[src/rtl/sobel_stream_ctrl_if.sv]
// Stream bundle for sobel_stream_ctrl.
// Pixel input side: s_* (valid/ready).
// Magnitude output side: m_* (valid/ready).
// Frame control: start, busy, frame_done.
// Handshake rule on both sides: a transfer happens on a rising clock edge where
// valid && ready are both high. Valid never depends on ready combinationally,
// and the payload is held stable while valid is high and ready is low.
interface sobel_stream_ctrl_if;
    logic       start;
    logic       s_valid;
    logic       s_ready;
    logic [7:0] s_pixel;
    logic       m_valid;
    logic       m_ready;
    logic [7:0] m_magnitude;
    logic       m_last;
    logic       busy;
    logic       frame_done;

    // Pixel source / edge sink side.
    modport master (
        output start, s_valid, s_pixel, m_ready,
        input  s_ready, m_valid, m_magnitude, m_last, busy, frame_done
    );

    // Sequencer side.
    modport slave (
        input  start, s_valid, s_pixel, m_ready,
        output s_ready, m_valid, m_magnitude, m_last, busy, frame_done
    );
endinterface

[src/rtl/sobel_stream_ctrl.sv]
// Streaming 3x3 Sobel sequencer.
// Two line buffers plus a two-column window feed a combinational kernel.
// One registered magnitude is produced for every interior pixel.

// Combinational Sobel datapath: |gx| + |gy|, clamped to 255.
module sobel_kernel (
    input  logic [7:0] i_pixel_00,
    input  logic [7:0] i_pixel_01,
    input  logic [7:0] i_pixel_02,
    input  logic [7:0] i_pixel_10,
    input  logic [7:0] i_pixel_12,
    input  logic [7:0] i_pixel_20,
    input  logic [7:0] i_pixel_21,
    input  logic [7:0] i_pixel_22,
    output logic [7:0] o_magnitude
);
    // Each weighted sum is at most 1020, so 12 bits hold the sums and the
    // two's-complement differences (+-1020) without overflow.
    logic [11:0] w_gx_pos, w_gx_neg, w_gy_pos, w_gy_neg;
    logic [11:0] w_gx, w_gy, w_ax, w_ay, w_sum;

    assign w_gx_pos = {4'd0, i_pixel_02} + {3'd0, i_pixel_12, 1'b0} + {4'd0, i_pixel_22};
    assign w_gx_neg = {4'd0, i_pixel_00} + {3'd0, i_pixel_10, 1'b0} + {4'd0, i_pixel_20};
    assign w_gy_pos = {4'd0, i_pixel_00} + {3'd0, i_pixel_01, 1'b0} + {4'd0, i_pixel_02};
    assign w_gy_neg = {4'd0, i_pixel_20} + {3'd0, i_pixel_21, 1'b0} + {4'd0, i_pixel_22};
    assign w_gx     = w_gx_pos - w_gx_neg;
    assign w_gy     = w_gy_pos - w_gy_neg;
    assign w_ax     = w_gx[11] ? (12'd0 - w_gx) : w_gx;
    assign w_ay     = w_gy[11] ? (12'd0 - w_gy) : w_gy;
    // Sum of magnitudes is at most 2040 and fits in 12 bits unsigned.
    assign w_sum       = w_ax + w_ay;
    assign o_magnitude = (w_sum > 12'd255) ? 8'hFF : w_sum[7:0];
endmodule

module sobel_stream_ctrl #(
    parameter int IMG_W = 64,
    parameter int IMG_H = 48
) (
    input  logic                 clk,
    input  logic                 rst_n,
    sobel_stream_ctrl_if.slave   bus,
    output logic [1:0]           o_state
);
    localparam int CW = $clog2(IMG_W);
    localparam int RW = $clog2(IMG_H);

    typedef enum logic [1:0] {
        ST_IDLE  = 2'd0,
        ST_RUN   = 2'd1,
        ST_DRAIN = 2'd2
    } state_t;

    state_t      r_state, w_state_next;
    logic [CW-1:0] r_col;
    logic [RW-1:0] r_row;
    logic [7:0]  r_lb0 [IMG_W];
    logic [7:0]  r_lb1 [IMG_W];
    // Window columns 1 and 2 (column 0 drops out on every shift).
    logic [7:0]  r_w1_top, r_w1_mid, r_w1_bot;
    logic [7:0]  r_w2_top, r_w2_mid, r_w2_bot;
    logic [7:0]  r_m_mag;
    logic        r_m_valid, r_m_last, r_busy, r_frame_done;

    logic        w_s_ready, w_accept, w_m_xfer, w_eol, w_eof, w_qualify;
    logic [7:0]  w_new_top, w_new_mid, w_kernel_mag;

    assign w_s_ready = (r_state == ST_RUN) && (!r_m_valid || bus.m_ready);
    assign w_accept  = bus.s_valid && w_s_ready;
    assign w_m_xfer  = r_m_valid && bus.m_ready;
    assign w_eol     = (r_col == CW'(IMG_W - 1));
    assign w_eof     = w_eol && (r_row == RW'(IMG_H - 1));
    // Column >= 2 also keeps stale window data from the previous line out.
    assign w_qualify = w_accept && (r_row >= RW'(2)) && (r_col >= CW'(2));
    assign w_new_top = r_lb0[r_col];
    assign w_new_mid = r_lb1[r_col];

    sobel_kernel u_kernel (
        .i_pixel_00  (r_w1_top),
        .i_pixel_01  (r_w2_top),
        .i_pixel_02  (w_new_top),
        .i_pixel_10  (r_w1_mid),
        .i_pixel_12  (w_new_mid),
        .i_pixel_20  (r_w1_bot),
        .i_pixel_21  (r_w2_bot),
        .i_pixel_22  (bus.s_pixel),
        .o_magnitude (w_kernel_mag)
    );

    // Frame sequencing: arm on start, drain after the last pixel, idle after m_last.
    always_comb begin
        w_state_next = r_state;
        unique case (r_state)
            ST_IDLE:  if (bus.start) w_state_next = ST_RUN;
            ST_RUN:   if (w_accept && w_eof) w_state_next = ST_DRAIN;
            ST_DRAIN: if (w_m_xfer && r_m_last) w_state_next = ST_IDLE;
            default:  w_state_next = ST_IDLE;
        endcase
    end

    // State register plus registered busy and end-of-frame pulse.
    always_ff @(posedge clk or negedge rst_n) begin
        if (!rst_n) begin
            r_state      <= ST_IDLE;
            r_busy       <= 1'b0;
            r_frame_done <= 1'b0;
        end else begin
            r_state      <= w_state_next;
            r_busy       <= (w_state_next != ST_IDLE);
            r_frame_done <= (r_state == ST_DRAIN) && w_m_xfer && r_m_last;
        end
    end

    // Raster position of the next pixel to be accepted.
    always_ff @(posedge clk or negedge rst_n) begin
        if (!rst_n) begin
            r_col <= '0;
            r_row <= '0;
        end else if (r_state == ST_IDLE && bus.start) begin
            r_col <= '0;
            r_row <= '0;
        end else if (w_accept) begin
            if (w_eol) begin
                r_col <= '0;
                r_row <= w_eof ? '0 : r_row + RW'(1);
            end else begin
                r_col <= r_col + CW'(1);
            end
        end
    end

    // Line buffers roll one row down at the accepted column; contents need no reset.
    always_ff @(posedge clk) begin
        if (w_accept) begin
            r_lb0[r_col] <= r_lb1[r_col];
            r_lb1[r_col] <= bus.s_pixel;
        end
    end

    // Window shifts left and takes the freshly assembled column on the right.
    always_ff @(posedge clk or negedge rst_n) begin
        if (!rst_n) begin
            r_w1_top <= '0; r_w1_mid <= '0; r_w1_bot <= '0;
            r_w2_top <= '0; r_w2_mid <= '0; r_w2_bot <= '0;
        end else if (w_accept) begin
            r_w1_top <= r_w2_top; r_w1_mid <= r_w2_mid; r_w1_bot <= r_w2_bot;
            r_w2_top <= w_new_top; r_w2_mid <= w_new_mid; r_w2_bot <= bus.s_pixel;
        end
    end

    // Output register: reload on an interior accept, otherwise empty on transfer.
    always_ff @(posedge clk or negedge rst_n) begin
        if (!rst_n) begin
            r_m_mag   <= '0;
            r_m_valid <= 1'b0;
            r_m_last  <= 1'b0;
        end else if (w_qualify) begin
            r_m_mag   <= w_kernel_mag;
            r_m_valid <= 1'b1;
            r_m_last  <= w_eof;
        end else if (w_m_xfer) begin
            r_m_valid <= 1'b0;
            r_m_last  <= 1'b0;
        end
    end

    assign bus.s_ready     = w_s_ready;
    assign bus.m_valid     = r_m_valid;
    assign bus.m_magnitude = r_m_mag;
    assign bus.m_last      = r_m_last;
    assign bus.busy        = r_busy;
    assign bus.frame_done  = r_frame_done;
    assign o_state         = r_state;
endmodule

[src/flat_wrapper.sv]
// flat-port wrapper written by rule: the top's interface ports become plain ports
module sobel_stream_ctrl_flat 
#(
    parameter int IMG_W = 64,
    parameter int IMG_H = 48
)
  (clk, rst_n, o_state, bus_start, bus_s_valid, bus_s_pixel, bus_m_ready, bus_s_ready, bus_m_valid, bus_m_magnitude, bus_m_last, bus_busy, bus_frame_done);
  sobel_stream_ctrl_if bus_i ();
  input  logic clk;
  input  logic rst_n;
  output logic [1:0] o_state;
  input wire logic [$bits(bus_i.start)-1:0] bus_start;
  input wire logic [$bits(bus_i.s_valid)-1:0] bus_s_valid;
  input wire logic [$bits(bus_i.s_pixel)-1:0] bus_s_pixel;
  input wire logic [$bits(bus_i.m_ready)-1:0] bus_m_ready;
  output wire logic [$bits(bus_i.s_ready)-1:0] bus_s_ready;
  output wire logic [$bits(bus_i.m_valid)-1:0] bus_m_valid;
  output wire logic [$bits(bus_i.m_magnitude)-1:0] bus_m_magnitude;
  output wire logic [$bits(bus_i.m_last)-1:0] bus_m_last;
  output wire logic [$bits(bus_i.busy)-1:0] bus_busy;
  output wire logic [$bits(bus_i.frame_done)-1:0] bus_frame_done;
  assign bus_i.start = bus_start;
  assign bus_i.s_valid = bus_s_valid;
  assign bus_i.s_pixel = bus_s_pixel;
  assign bus_i.m_ready = bus_m_ready;
  assign bus_s_ready = bus_i.s_ready;
  assign bus_m_valid = bus_i.m_valid;
  assign bus_m_magnitude = bus_i.m_magnitude;
  assign bus_m_last = bus_i.m_last;
  assign bus_busy = bus_i.busy;
  assign bus_frame_done = bus_i.frame_done;
  sobel_stream_ctrl #(.IMG_W(IMG_W), .IMG_H(IMG_H)) u_core (.clk(clk), .rst_n(rst_n), .bus(bus_i), .o_state(o_state));
endmodule
[config.mk]
export PLATFORM = sky130hd
export DESIGN_NAME = sobel_stream_ctrl_flat
export DESIGN_NICKNAME = d
export VERILOG_FILES = /design/src/rtl/sobel_stream_ctrl_if.sv /design/src/rtl/sobel_stream_ctrl.sv /design/src/flat_wrapper.sv
export SDC_FILE = /design/constraint.sdc
export NUM_CORES = 1
export LEC_CHECK = 0
export CAP_MARGIN = 10
export CORE_ASPECT_RATIO = 0.9
export CORE_UTILIZATION = 30
export CTS_CLUSTER_SIZE = 10
export DETAILED_ROUTE_END_ITERATION = 12
export PLACE_DENSITY_LB_ADDON = 0.12
export SLEW_MARGIN = 20
export SYNTH_ARGS = -nofsm -noshare
export SYNTH_HDL_FRONTEND = slang
export SYNTH_HIERARCHICAL = 1
export SYNTH_SLANG_ARGS = --single-unit
[constraint.sdc]
create_clock -name clk -period 7.63 [get_ports clk]
set_clock_uncertainty 0.05 [all_clocks]
set_input_delay 1.526 -clock clk [delete_from_list [all_inputs] [get_ports clk]]
set_output_delay 1.526 -clock clk [all_outputs]
set_load 0.02 [all_outputs]
; ---- Word level (Yosys, flattened, before mapping)
; Memory sizes are Yosys's and may differ from the RTL's.
; Index checks and enable logic that the tools add are counted.
[op_classes]
n_addsub = 15
multipliers = 0
n_div = 0
n_lt_le_gt_ge = 3
eq_ne = 4
shifts = 0
muxes = 19
bitwise_logic = 0
n_reduce_logical = 19
[op_table]
columns = op, n
row1 = $mux 6, 7
row2 = $add 8x9->10, 4
row3 = $add 10x8->11, 3
row4 = $mux 12, 2
row5 = $sub 1x12->12 const A, 2
row6 = $add 12x12->12, 1
row7 = $add 12x8->12, 1
row8 = $add 6x1->6 const B, 2
row9 = $eq 6x6->1 const B, 2
row10 = $ge 6x2->1 const B, 2
row11 = $gt 12x8->1 const B, 1
row12 = $sub 11x11->12, 1
row13 = $sub 12x11->12, 1
row14 = $logic_and 1x1->1, 11
row15 = $mux 8, 1
row16 = $reduce_bool 2->1, 4
row17 = $mux 2, 3
row18 = $pmux 2 s3, 1
row19 = $mux 1, 5
row20 = $eq 2x1->1 const B, 1
row21 = $eq 2x2->1 const B, 1
row22 = $logic_not 2->1, 1
row23 = $reduce_and 2->1, 1
row24 = $logic_not 1->1, 1
row25 = $logic_or 1x1->1, 1
[word_totals]
regBits = 74
latch_bits = 0
ramBits = 1024
mem_bits_ro = 0
input_bits = 13
out_inout_bits = 15
wordCells = 76
n_memories = 2
[memory_table]
columns = name, words, word_bits, read_ports, rd_clocked_by_memory_dff, write_ports, line_no
row1 = u_core.r_lb0, 64, 8, 1, 0, 1, sobel_stream_ctrl.sv:56  ; logic [7:0] r_lb0 [IMG_W];
row2 = u_core.r_lb1, 64, 8, 1, 0, 1, sobel_stream_ctrl.sv:57  ; logic [7:0] r_lb1 [IMG_W];

; ---- Longest topological paths before layout
; An unclocked memory read counts as a cell.
[depth]
word_depth = 9
ltp_mapped = 33
depth_no_buf = 27

; ---- Cells and area by module
; Netlist, hierarchy kept.
[by_module_without_submodules]
columns = mod, n_inst, cells_each, area_each_um2, seq_area_each_um2
row1 = sobel_stream_ctrl, 1, 2581, 43140.1, 32601.3
row2 = sobel_kernel, 1, 405, 3465.8, 0.0

; ---- Worst setup path before layout
; No wires, ideal clock.
[synth_path]
path_type = register to register
startpoint = register u_core.r_col[3]
endpoint = register u_core.r_m_mag[6] (netlist: u_core/bus.m_magnitude[6])
t_arrival_ns = 7.227
slack_ns = 0.229
stages_incl_launch_ff = 26
path_buffers = 2
cell_sequence = dfrtp_1 > or3b_2 > clkbuf_1 > buf_2 > a21oi_1 > nand3_1 > nand4_1 > or3_1 > fa_1 > fa_1 > fa_1 > fa_1 > a21o_1 > a32oi_1 > a21oi_1 > a21oi_1 > o21ai_0 > xnor2_1 > ha_1 > o21a_1 > o21a_1 > and3_1 > a221oi_1 > mux2_2 > o211ai_1 > mux2_2
[synth_via]
elab_chain_len = 9
[synth_rtl]
columns = element, line_no
row1 = start: declaration, sobel_stream_ctrl.sv:54  ; logic [CW-1:0] r_col;
row2 = start signal: assignment, sobel_stream_ctrl.sv:126  ; r_col <= r_col + CW'(1);
row3 = $mem_v2 64x8 *, --
row4 = named net u_core.w_new_mid[1], sobel_stream_ctrl.sv:65  ; logic [7:0] w_new_top, w_new_mid, w_kernel_mag;
row5 = $add 8x9->10 *, sobel_stream_ctrl.sv:22  ; assign w_gx_pos = {4'd0, i_pixel_02} + {3'd0, i_pixel_12, 1'b0} + {4'd0, i_pixel_22};
row6 = $add 12x8->12 *, sobel_stream_ctrl.sv:22
row7 = $sub 12x11->12 *, sobel_stream_ctrl.sv:26  ; assign w_gx = w_gx_pos - w_gx_neg;
row8 = $sub 1x12->12, sobel_stream_ctrl.sv:28  ; assign w_ax = w_gx[11] ? (12'd0 - w_gx) : w_gx;
row9 = $mux 12 *, sobel_stream_ctrl.sv:28
row10 = $add 12x12->12 *, sobel_stream_ctrl.sv:31  ; assign w_sum = w_ax + w_ay;
row11 = $gt 12x8->1, sobel_stream_ctrl.sv:32  ; assign o_magnitude = (w_sum > 12'd255) ? 8'hFF : w_sum[7:0];
row12 = $mux 8 *, sobel_stream_ctrl.sv:32
row13 = named net u_core.w_kernel_mag[6], sobel_stream_ctrl.sv:65
row14 = end signal: assignment, sobel_stream_ctrl.sv:157  ; r_m_mag <= w_kernel_mag;
row15 = end: declaration, sobel_stream_ctrl.sv:61  ; logic [7:0] r_m_mag;
; Mark *: on every way through the listed nets, which the timed path passes. The rest lies on a longest branch.
; A chain may end at the register's enable or synchronous reset.

; ---- Worst setup path in the final report
[layout_path]
startpoint = register u_core.r_col[2]
endpoint = register u_core.r_m_mag[4] (netlist: u_core/bus.m_magnitude[4])
; The elaborated chain is that of the path after synthesis.

==> flow_metrics.tcl <==
set metrics [dict create \
    outcome "complete, no violations" \
    cts.hold.buffers_added 0 \
    place.detailed.hpwl_um 88710 \
    floorplan.core_area_um2 153500 \
    yosys.area_share.adder_pct 3.807 \
    die-height_um 375.9 \
    routed_len_inst_um 25.11 \
    worstSetupPathType "reg2reg" \
    synth-seq-cells 1098 \
    worstRegToRegCells 28 \
    timing.slew.headroom_pct 30.02 \
    critical_path.most_common_cell "sky130_fd_sc_hd__buf_4" \
    final_cell_mix "sky130_fd_sc_hd__edfxtp_1 (1024), sky130_fd_sc_hd__mux2i_1 (513), sky130_fd_sc_hd__buf_4 (321), sky130_fd_sc_hd__nand2_1 (228), sky130_fd_sc_hd__clkbuf_16 (140)" \
    first_iteration_detailed_routing_drc_count 2276 \
    synth_top_area_share_pct 65.98 \
    cts.path.max_buffers 3 \
    firstDrtPassIters 5 \
    fmaxAchievable_mhz 135.1 \
    synth_compound_area_share_pct 6.040 \
    worst_hold_path.num_cells 2 \
    final_critical_path_setup_slack_ns 0.2302 \
    final_util_pct 36.66 \
    final_weighted_congestion_in_routability_driven_placement 0.8231 \
    routed_via_density 4.854 \
    yosys.cell_types.count 76 \
    cts.sink_count 1098 \
    cp_data_arrival_time_ns 7.99 \
    asyncSetResetFlopFracSynth_pct 6.740 \
    worst_skew_pair_latency_ns 0.77 \
    cell_type_contributing_the_most_total_cell_area_after_synthesis "sky130_fd_sc_hd__edfxtp_1" \
    post_synthesis_to_final_layout_area_growth_pct 20.72 \
    combinational_family_with_the_most_area_after_synthesis "multiplexers" \
    worst-endpoint-required_ns 8.22 \
    synthesis.instances 2986 \
    cts_root_buffer "sky130_fd_sc_hd__clkbuf_16" \
    die_width_um 417.5 \
    route.final.wire_length_um 138400 \
    total_vias_in_the_final_route 26750 \
    cap_viol_max_count 0 \
    syn-mean-instance-area_um2 15.61 \
    category_of_cells_accounting_for_the_largest_share_of_critical_path_delay "simple AND/OR/NAND/NOR gates" \
    cpPeakStageDelay_ns 0.55 \
    min_delay_src "u_core/r_w2_mid[6]" \
    num_io_pins 28 \
    largest_net_degree_at_the_start_of_global_routing 65 \
    synth.net_count 3103 \
    critPathSlowestCell "sky130_fd_sc_hd__fa_1" \
    report.final.hold_viol_count 0 \
    hold_end "u_core/r_w1_mid[6]" \
    clk_pin_slew_worst_paths_ns 0.06 \
    cts-htree-levels 4 \
    synthesis.area_um2 46610 \
    buffers_added_on_ports 27 \
    synth_top_cells_by_area "sky130_fd_sc_hd__edfxtp_1 (66%), sky130_fd_sc_hd__mux2i_1 (11%), sky130_fd_sc_hd__dfrtp_1 (4.0%), sky130_fd_sc_hd__fa_1 (2.7%), sky130_fd_sc_hd__a22oi_1 (2.1%)" \
    globalRoute.totalOverflow 0 \
    worst_pin_slew_ns 1.049 \
    finalMaxSlewViolations 0 \
    grt_pass1_wl_um 194600 \
    synth.area.mux_share_pct 11.26 \
    dieArea_um2 156900 \
    synth-xor-area-share_pct 0.6389 \
    worstReg2RegEnd "u_core/bus.m_magnitude[4]" \
    placementRows 136 \
    drt.antenna.violating_nets 0 \
    worstSetupStartpointType "flip-flop" \
    crit_end_element "flip-flop" \
    leading_cell_type_in_the_layout_fill_and_taps_excluded "sky130_fd_sc_hd__edfxtp_1" \
    r2r_setup_slack_ns 0.23 \
    drive_gt1_share_pct 18.28 \
    initial_utilization_pct 30.36 \
    setup_viol 0 \
    fillerInstances 14520 \
    final_net_count 3487 \
    antenna_violations_before_repair 9 \
    yosysWarnings 6 \
    drcViolationCount 0 \
    worstHoldPathType "reg2reg" \
    critical_path.reg2reg.startpoint "u_core/r_col[2]" \
    post-route-min-period_ns 7.400 \
    post_synth_and_or_nand_nor_area_fraction_pct 5.412 \
    synth_edf_count 1024 \
    crit_fanout 13 \
    ys_seq_area_share_pct 69.95 \
    ys.flop_type "sky130_fd_sc_hd__edfxtp_1" \
    post-place-ws_ns -0.04889 \
    timing.critical_path.buf_inv 7 \
    grt_pass1_vias 27210 \
    grt.total_usage_pct 17.37 \
    cts_tree "done" \
    number_of_clock_buffers_inserted_by_tritoncts 133 \
    period_share_pct 96.98 \
]
## registers in the layout (all words and copies together) (netlist names)
signal / cells
u_core/o_state: 2
u_core/r_w1_mid: 8
u_core/bus.m_last: 1
u_core/r_lb0: 512
u_core/r_lb1: 512
u_core/bus.m_valid: 1
u_core/bus.busy: 1
u_core/r_col: 6
u_core/bus.m_magnitude: 8
u_core/r_w2_top: 8
u_core/r_w1_top: 8
u_core/bus.frame_done: 1
u_core/r_w1_bot: 8
u_core/r_w2_mid: 8
u_core/r_w2_bot: 8
u_core/r_row: 6
## synth_stat cells, types with 16 or more instances
master	number
sky130_fd_sc_hd__edfxtp_1	1024
sky130_fd_sc_hd__mux2i_1	514
sky130_fd_sc_hd__nand2_1	232
sky130_fd_sc_hd__a22oi_1	133
sky130_fd_sc_hd__inv_1	111
sky130_fd_sc_hd__nor2_1	107
sky130_fd_sc_hd__a21oi_1	86
sky130_fd_sc_hd__nand3_1	82
sky130_fd_sc_hd__o22ai_1	79
sky130_fd_sc_hd__buf_2	78
sky130_fd_sc_hd__dfrtp_1	74
sky130_fd_sc_hd__fa_1	63
sky130_fd_sc_hd__ha_1	41
sky130_fd_sc_hd__o21ai_1	32
sky130_fd_sc_hd__buf_4	24
sky130_fd_sc_hd__clkbuf_1	24
sky130_fd_sc_hd__nand2b_1	24
sky130_fd_sc_hd__buf_6	21
sky130_fd_sc_hd__or3_1	20
sky130_fd_sc_hd__xnor2_1	20
sky130_fd_sc_hd__nand4_1	18
sky130_fd_sc_hd__o21ai_0	17
sky130_fd_sc_hd__o41a_1	16
## layer usage
layer,GRT usage [%],vias to the layer above,routed length (um)
met5,0,-,11
met4,5.218,2,3459
met3,3.501,179,6847
met2,26.71,572,62260
met1,24.67,13860,65810
li1,-,12140,-
## cells by family after synthesis
logic type	Yosys count
mux	523
xor+xnor	34
fa+ha+maj	104
simple gates	546
buf+inv	267
flops	1098
compound gates	414
## cell type report
cell class / instances / area (um2) / area share, %
Antenna cell: 5 / 12.51 / 0.02224
Inverter: 111 / 416.7 / 0.7406
Clock inverter: 24 / 415.4 / 0.7383
Tap cell: 2070 / 2590 / 4.603
Multi-Input combinational cell: 1621 / 12910 / 22.94
Clock buffer: 177 / 3525 / 6.265
Timing Repair Buffer: 405 / 3787 / 6.732
Sequential cell: 1098 / 32610 / 57.95
## timing repair
action                                  4_1_cts  5_1_grt
endpoints found under the setup margin        8        8
gates resized for setup                       4       61
pin swaps                                     0       25
setup buffers                                 0       27
hold endpoints to repair                      0        0
gates cloned                                  0        6
## tightest hold or removal path, cell delays in order, from the launching register on
cell	delay [ns]
sky130_fd_sc_hd__dfrtp_1	0.33
sky130_fd_sc_hd__nand2_1	0.05
sky130_fd_sc_hd__nand2_1	0.05
## worst max-delay path by stage
stage / slack, ns / from / depth (start not counted) / to
finish: 0.23 / u_core/r_col[2] / 28 / u_core/bus.m_magnitude[4]
global route: -0.04 / u_core/r_col[2] / 32 / u_core/bus.m_magnitude[1]
CTS: 0.006 / u_core/r_col[1] / 32 / u_core/bus.m_magnitude[4]
detailed placement: -0.05 / u_core/r_col[1] / 29 / u_core/bus.m_magnitude[4]
global placement: -0.06 / u_core/r_col[1] / 29 / u_core/bus.m_magnitude[6]
floorplan: 0.23 / u_core/r_col[3] / 25 / u_core/bus.m_magnitude[6]
## metrics by stage
| step | cell area [um2] | hold slack, ns | std cells | setup TNS (ns) |
|---|---|---|---|---|
| global placement | 51660 | 0.3938 | 5272 | -0.4425 |
| global route | 56250 | 0.4193 | 5506 | -0.1926 |
| CTS | 55610 | 0.3968 | 5473 | 0 |
| detailed placement | 51660 | 0.3910 | 5272 | -0.1845 |
| finish | 56260 | 0.3977 | 5511 | 0 |
| floorplan | 46610 | 0.3800 | 2986 | 0 |
Power is left out: the tool's default activity adds up to more than one toggle a clock period on the data nets, which glitch-free logic cannot reach.
